<file path="src/rtl/waterfall_sched_if.sv">
// Spectrum stream handshake into the waterfall scheduler.
interface waterfall_sched_if;
   logic       i_s_valid;
   logic [7:0] i_s_data;
   logic       i_s_last;
   logic       o_s_ready;

   modport master (output i_s_valid, i_s_data, i_s_last, input o_s_ready);
   modport slave  (input i_s_valid, i_s_data, i_s_last, output o_s_ready);
endinterface

</file>
<file path="src/rtl/waterfall_sched.sv">
// Waterfall scheduler: decimates incoming spectra, writes kept spectra as
// lines into a circular waterfall RAM, and generates the display read address
// walking from the newest line downwards.
module waterfall_sched #(
   parameter int unsigned LINE_LEN  = 512,
   parameter int unsigned NUM_LINES = 256
) (
   input  logic                                            clk,
   input  logic                                            rst,
   waterfall_sched_if.slave                                s,
   input  logic [3:0]                                      i_decim,
   output logic                                            o_wr_en,
   output logic [$clog2(LINE_LEN)+$clog2(NUM_LINES)-1:0]   o_wr_addr,
   output logic [7:0]                                      o_wr_data,
   input  logic                                            i_wf_sync,
   input  logic                                            i_line_adv,
   input  logic [9:0]                                      i_x,
   output logic [$clog2(LINE_LEN)+$clog2(NUM_LINES)-1:0]   o_rd_addr,
   output logic [$clog2(NUM_LINES)-1:0]                    o_head,
   output logic                                            o_err_short,
   output logic                                            o_err_long
);

   localparam int unsigned LB = $clog2(LINE_LEN);
   localparam int unsigned HB = $clog2(NUM_LINES);
   localparam int unsigned AW = LB + HB;

   typedef enum logic [1:0] {IDLE, WRITE, DROP, COMMIT} state_t;

   state_t         state_q, state_d;
   logic [LB:0]    bin_q, bin_d;      // saturates at LINE_LEN (top bit = overlong)
   logic [3:0]     dcnt_q, dcnt_d;
   logic [3:0]     dmax_q, dmax_d;
   logic [HB-1:0]  head_q, head_d;
   logic           ready_q;
   logic           wr_en_q, wr_en_d;
   logic [AW-1:0]  wr_addr_q, wr_addr_d;
   logic [7:0]     wr_data_q, wr_data_d;
   logic           err_s_q, err_s_d;
   logic           err_l_q, err_l_d;

   logic           sync_q;
   logic [HB-1:0]  rd_line_q;
   logic [AW-1:0]  rd_addr_q;

   logic           beat;
   logic [LB:0]    cur_bin;
   logic [LB:0]    bin_inc;
   logic [3:0]     dec_sample;
   logic [3:0]     eff_max;
   logic [4:0]     dcnt_inc;
   logic [3:0]     dcnt_adv;
   logic           keep_beat;
   logic [LB-1:0]  col;

   assign beat       = s.i_s_valid & ready_q;
   assign dec_sample = (i_decim == 4'd0) ? 4'd1 : i_decim;
   assign col        = LB'(i_x);

   // Write FSM next state, RAM write port and error pulses.
   always_comb begin
      state_d   = state_q;
      bin_d     = bin_q;
      dcnt_d    = dcnt_q;
      dmax_d    = dmax_q;
      head_d    = head_q;
      wr_en_d   = 1'b0;
      wr_addr_d = wr_addr_q;
      wr_data_d = wr_data_q;
      err_s_d   = 1'b0;
      err_l_d   = 1'b0;
      keep_beat = 1'b0;

      // The beat accepted in IDLE is bin 0 of a new spectrum.
      cur_bin  = (state_q == IDLE) ? '0 : bin_q;
      bin_inc  = cur_bin[LB] ? cur_bin : cur_bin + (LB+1)'(1);
      // The decimation ratio is sampled on the first beat, so a spectrum that
      // also ends on that beat must use the live input rather than dmax_q.
      eff_max  = (state_q == IDLE) ? dec_sample : dmax_q;
      dcnt_inc = {1'b0, dcnt_q} + 5'd1;
      dcnt_adv = (dcnt_inc >= {1'b0, eff_max}) ? '0 : dcnt_inc[3:0];

      case (state_q)
         IDLE, WRITE: begin
            if (beat) begin
               if (state_q == IDLE) dmax_d = dec_sample;
               keep_beat = (state_q == WRITE) || (dcnt_q == 4'd0);
               if (keep_beat) begin
                  if (!cur_bin[LB]) begin
                     wr_en_d   = 1'b1;
                     wr_addr_d = {head_q, cur_bin[LB-1:0]};
                     wr_data_d = s.i_s_data;
                  end
                  bin_d = bin_inc;
                  if (s.i_s_last) begin
                     dcnt_d = dcnt_adv;
                     if (cur_bin < (LB+1)'(LINE_LEN - 1)) begin
                        err_s_d = 1'b1;
                        state_d = IDLE;
                     end else begin
                        err_l_d = cur_bin[LB];
                        state_d = COMMIT;
                     end
                  end else begin
                     state_d = WRITE;
                  end
               end else if (s.i_s_last) begin
                  dcnt_d  = dcnt_adv;
                  state_d = IDLE;
               end else begin
                  state_d = DROP;
               end
            end
         end
         DROP: begin
            if (beat && s.i_s_last) begin
               dcnt_d  = dcnt_adv;
               state_d = IDLE;
            end
         end
         COMMIT: begin
            head_d  = head_q + HB'(1);
            state_d = IDLE;
         end
         default: state_d = IDLE;
      endcase
   end

   // Write-side state registers; ready is registered so it stays low in reset.
   always_ff @(posedge clk or posedge rst) begin
      if (rst) begin
         state_q   <= IDLE;
         bin_q     <= '0;
         dcnt_q    <= '0;
         dmax_q    <= 4'd1;
         head_q    <= '0;
         ready_q   <= 1'b0;
         wr_en_q   <= 1'b0;
         wr_addr_q <= '0;
         wr_data_q <= '0;
         err_s_q   <= 1'b0;
         err_l_q   <= 1'b0;
      end else begin
         state_q   <= state_d;
         bin_q     <= bin_d;
         dcnt_q    <= dcnt_d;
         dmax_q    <= dmax_d;
         head_q    <= head_d;
         ready_q   <= (state_d != COMMIT);
         wr_en_q   <= wr_en_d;
         wr_addr_q <= wr_addr_d;
         wr_data_q <= wr_data_d;
         err_s_q   <= err_s_d;
         err_l_q   <= err_l_d;
      end
   end

   // Reader: latch newest line on frame sync edge, step down per video line.
   always_ff @(posedge clk or posedge rst) begin
      if (rst) begin
         sync_q    <= 1'b0;
         rd_line_q <= '1;
         rd_addr_q <= '0;
      end else begin
         sync_q    <= i_wf_sync;
         if (i_wf_sync && !sync_q) begin
            rd_line_q <= head_q - HB'(1);
         end else if (i_line_adv) begin
            rd_line_q <= rd_line_q - HB'(1);
         end
         rd_addr_q <= {rd_line_q, col};
      end
   end

   assign s.o_s_ready  = ready_q;
   assign o_wr_en      = wr_en_q;
   assign o_wr_addr    = wr_addr_q;
   assign o_wr_data    = wr_data_q;
   assign o_rd_addr    = rd_addr_q;
   assign o_head       = head_q;
   assign o_err_short  = err_s_q;
   assign o_err_long   = err_l_q;

endmodule

</file>
<file path="src/flat_wrapper.sv">
// flat-port wrapper written by rule: the top's interface ports become plain ports
module waterfall_sched_flat 
#(
   parameter int unsigned LINE_LEN  = 512,
   parameter int unsigned NUM_LINES = 256
)
  (clk, rst, i_decim, o_wr_en, o_wr_addr, o_wr_data, i_wf_sync, i_line_adv, i_x, o_rd_addr, o_head, o_err_short, o_err_long, s_i_s_valid, s_i_s_data, s_i_s_last, s_o_s_ready);
  waterfall_sched_if s_i ();
  input  logic clk;
  input  logic rst;
  input  logic [3:0] i_decim;
  output logic o_wr_en;
  output logic [$clog2(LINE_LEN)+$clog2(NUM_LINES)-1:0] o_wr_addr;
  output logic [7:0] o_wr_data;
  input  logic i_wf_sync;
  input  logic i_line_adv;
  input  logic [9:0] i_x;
  output logic [$clog2(LINE_LEN)+$clog2(NUM_LINES)-1:0] o_rd_addr;
  output logic [$clog2(NUM_LINES)-1:0] o_head;
  output logic o_err_short;
  output logic o_err_long;
  input wire logic [$bits(s_i.i_s_valid)-1:0] s_i_s_valid;
  input wire logic [$bits(s_i.i_s_data)-1:0] s_i_s_data;
  input wire logic [$bits(s_i.i_s_last)-1:0] s_i_s_last;
  output wire logic [$bits(s_i.o_s_ready)-1:0] s_o_s_ready;
  assign s_i.i_s_valid = s_i_s_valid;
  assign s_i.i_s_data = s_i_s_data;
  assign s_i.i_s_last = s_i_s_last;
  assign s_o_s_ready = s_i.o_s_ready;
  waterfall_sched #(.LINE_LEN(LINE_LEN), .NUM_LINES(NUM_LINES)) u_core (.clk(clk), .rst(rst), .s(s_i), .i_decim(i_decim), .o_wr_en(o_wr_en), .o_wr_addr(o_wr_addr), .o_wr_data(o_wr_data), .i_wf_sync(i_wf_sync), .i_line_adv(i_line_adv), .i_x(i_x), .o_rd_addr(o_rd_addr), .o_head(o_head), .o_err_short(o_err_short), .o_err_long(o_err_long));
endmodule
</file>
<file path="config.mk">
export PLATFORM = sky130hd
export DESIGN_NAME = waterfall_sched_flat
export DESIGN_NICKNAME = d
export VERILOG_FILES = /design/src/rtl/waterfall_sched_if.sv /design/src/rtl/waterfall_sched.sv /design/src/flat_wrapper.sv
export SDC_FILE = /design/constraint.sdc
export NUM_CORES = 1
export LEC_CHECK = 0
export ABC_AREA = 1
export ABC_CLOCK_PERIOD_IN_PS = 4100
export BUFFER_PORTS_ARGS = -buffer_cell sky130_fd_sc_hd__buf_4
export CORE_UTILIZATION = 50
export CTS_BUF_LIST = sky130_fd_sc_hd__clkbuf_16
export DETAILED_ROUTE_END_ITERATION = 16
export GPL_ROUTABILITY_DRIVEN = 0
export GPL_TIMING_DRIVEN = 1
export PLACE_DENSITY = 0.78
export SLEW_MARGIN = 20
export SYNTH_ARGS = -nofsm -noshare
export SYNTH_HDL_FRONTEND = slang
export SYNTH_SLANG_ARGS = --single-unit
</file>
<file path="constraint.sdc">
create_clock -name clk -period 4.1 [get_ports clk]
set_input_delay 0.41 -clock clk [delete_from_list [all_inputs] [get_ports clk]]
set_output_delay 0.41 -clock clk [all_outputs]
set_load 0.02 [all_outputs]
</file>
==> reports/results.env <==
SLEW_HEADROOM_PCT=53.4
LAYOUT_AREA_GROWTH_OVER_SYNTHESIS_PCT=27.2
WORST_SKEW_PAIR.LATE_LATENCY_NS=0.33
CTS_MAX_LEVEL=3
GLOBALROUTE.TOTALOVERFLOW=0
PLACEMENT.IO_BUFFERS=80
LAYOUT.CORE_UTILIZATION_PCT=65.5
CTS.SINKS=83
POST-ROUTE-CELL-AREA_UM2=4720
INITIAL_UTILIZATION_PCT=51.5
CRITPATHLAUNCHTYPE='register'
MULTI_INPUT_COMB_AREA_UM2=1360
MAXIMUM_NUMBER_OF_PINS_ON_ONE_NET_BEFORE_GLOBAL_ROUTE_REPAIR=60
TNS_NS=0
CTS_HOLD_BUF=0
FLOORPLAN.ROWS=31
POST-SYNTH-TOP-AREA-FRACTION_PCT=49.9
MAX_CLOCK_FREQ_GHz=0.431
YOSYS_MOST_USED_DFF='dfrtp_1'
REPORT.FINAL.SLEW_VIOL_COUNT=0
SYNTH_SEQ_AREA_SHARE_PCT=56.3
DRIVE_ABOVE_1_SHARE_PCT=23.0
TIMING.CRITICAL_PATH.REQUIRED_NS=4.32
CRITICAL_PATH_ARRIVAL_NS=2.54
SYNTH_AREA_UM2=3710
TIMING.HOLD.WORST.CLASS='in2reg'
TIMING.CRITICAL_PATH.TO_TYPE='register'
LEAKAGE_POWER_uW=0.00249
GRT.TOTAL_USAGE_PCT=20.7
SYN_NETS=464
TOTAL_OF_CELLS_RESIZED_AFTER_CLOCK_TREE_SYNTHESIS=0
CLKTRANSATPATHREGS_NS=0.06
FIRST_GLOBAL_VIAS=2799
SYNTH.DISTINCT_CELLS=32
DESIGN.DIE.AREA_UM2=7770
SYNTHTOPCELLSBYAREA='dfrtp_1 50%, nand2_1 14%, dfstp_2 6.4%'
CAP_VIOLATIONS=0
CORE_AREA_UM2=7210
TIGHTEST_SLEW_NS=0.700
SYNTH_TOP_CELLS_BY_COUNT='142 x nand2_1, 74 x dfrtp_1, 55 x inv_1, 29 x nand3_1, 28 x nor2_1'
FINALCRITPERIODSHARE_PCT=56.6
TIMING_WORST_SETUP_PATH_TYPE='reg2reg'
POST-SYNTH-TOP-AREA-CELL='dfrtp_1'
VIA_DENSITY=4.92
FF2FF_SETUP_SLACK_NS=1.78
DRT_PASS1_ITERATIONS=4
SYNTH-SEQ-CELLS=83
CTS_MADE_BUFFERS=9
GRT_SETUP_UNREPAIRED='no'
ROOT_BUFFER_CELL='clkbuf_16'
DETAILEDROUTE.FIRSTITERATIONVIOLATIONS=136
POWER_DENSITY_nW_PER_UM2=669
REMAINING_DRC_ERRORS=0
FP.DIEH_UM=88.2
DP_HPWL_UM=5390
YOSYSWARNINGS=0
DIEWIDTH_UM=88.2
ANTENNA_FOUND_INITIAL=0
N_FILL_CELL=592
CLOCK_SKEW_NS=0.00701
GRT_FIRST_PASS_WIRELENGTH_UM=12400
FF_LATCH_AREA_UM2=2090
CRITICAL_PATH_PEAK_FANOUT=39
VDD.IR_DROP.WORST_mV=0.393
TRITONCTS='built'
ROUTED_WL_UM=7630
N_ANTENNA_CELL=0
BUFFER_DEPTH_OF_THE_LONGEST_CLOCK_PATH=2
SYN-MEAN-INSTANCE-AREA_UM2=8.69
PLACED_AREA_UM2=4400
POSTCTSSETUPREPAIRBUFS=0
TIMING.FINAL.HOLD_VIOLATIONS=0
WL_PER_INSTANCE_UM=12.4
LAYOUT.NETS=549
POST_DETAILED_ROUTE_COUNT_OF_ANTENNA_VIOLATING_NETS=0
PERIOD_NEEDED_NS=2.32
REPORT.FINAL.SETUP_VIOL=0
TOTALPOWERFINAL_uW=3160
I_O_PIN_COUNT=82
SYNTH_CELLS=427
DETAILROUTE.VIA_COUNT=3033
SYNTHARSTFLOPSHARE_PCT=100
LEADING_CELL_TYPE_BY_NUMBER_OF_INSTANCES_AFTER_SYNTHESIS='nand2_1'
OUTCOME='finished clean'
SYNTH_ENABLE_FLOP_CELLS=0
worst max-delay path, stage by stage, from the launching register on:
cell and delay [ns]:
dfrtp_1 0.43, nor2_4 0.39, inv_2 0.12, nand2_4 0.11
nand3_4 0.36, inv_2 0.45, o21ai_0 0.21, o21a_1 0.15
metal layers:
metal | vias up | global-route usage, % | wire length, um
met5 | - | 0 | 0
met4 | 0 | 10.9 | 183
met3 | 18 | 3.96 | 444
met2 | 82 | 32.8 | 3470
met1 | 1426 | 27.2 | 3520
li1 | 1507 | - | -
kinds of logic (layout without fill, tap and decap cells):
group,Yosys count,in the layout,synth area share [%]
adders and majority gates,9,9,3.03
DFF,83,83,56.3
AOI/OAI and AO/OA,41,41,6.00
and+or+nand+nor,217,217,24.9
xor gates and xnor gates,12,12,2.83
buffers and inverters,65,155,7.01
path summary, 6_finish.rpt:
path                                      from  depth (start not counted)                    to
max                          u_core.state_q[1]                          7   u_core.o_wr_addr[2]
min                                     i_x[4]                          1   u_core.o_rd_addr[4]
max reg2reg                  u_core.state_q[1]                          7   u_core.o_wr_addr[2]
min reg2reg                u_core.rd_line_q[2]                          0  u_core.o_rd_addr[11]
max in group asynchronous                  rst                          3   u_core.o_wr_addr[7]
min in group asynchronous                  rst                          2   u_core.o_rd_addr[4]
registers in the layout, indices dropped and copies added (netlist names), 2 cells and up:
name,flops
u_core.dcnt_q,4
u_core.rd_line_q,8
u_core.o_wr_data,8
u_core.bin_q,10
u_core.dmax_q,4
u_core.o_rd_addr,17
u_core.state_q,2
u_core.o_head,8
u_core.o_wr_addr,17
placed cells by master, fill, tap and decap left out, types with 2 or more instances in the layout:
master	instances
dfrtp_1	74
a31oi_1	2
o21ai_0	26
clkbuf_16	9
nand2_2	2
nor2_1	28
inv_1	54
nand3b_1	2
o21ai_1	4
buf_4	81
xnor2_1	3
nand2_1	142
clkinv_2	3
o21a_1	2
nor2_2	3
nor3_1	5
a21oi_1	3
xor2_1	9
ha_1	9
dfstp_2	9
inv_2	3
nand3_1	29
bufinv_16	2
nand4_1	2
clkinv_4	2
layout make-up:
type / count / share of cell area (%)
repair buffers: 81 / 12.9
well taps: 99 / 2.62
multi-input cells: 279 / 28.9
flip-flops and latches: 83 / 44.2
clock buffers: 9 / 4.77
clock inverters: 7 / 1.96
inverters: 58 / 4.66
through the flow:
step	hold slack, ns	cells	worst slack, ns
2_1_floorplan	0.389	427	1.57
3_3_place_gp	0.392	600	1.86
3_5_place_dp	0.392	600	1.79
4_1_cts	0.178	616	1.77
5_1_grt	0.178	616	1.58
6_report	0.187	616	1.78
report_power, final:
part           internal (uW)  switching [uW]
Clock                    532             310
Combinational            402             719
Sequential              1060             139
(Power assumes the default switching activity.)
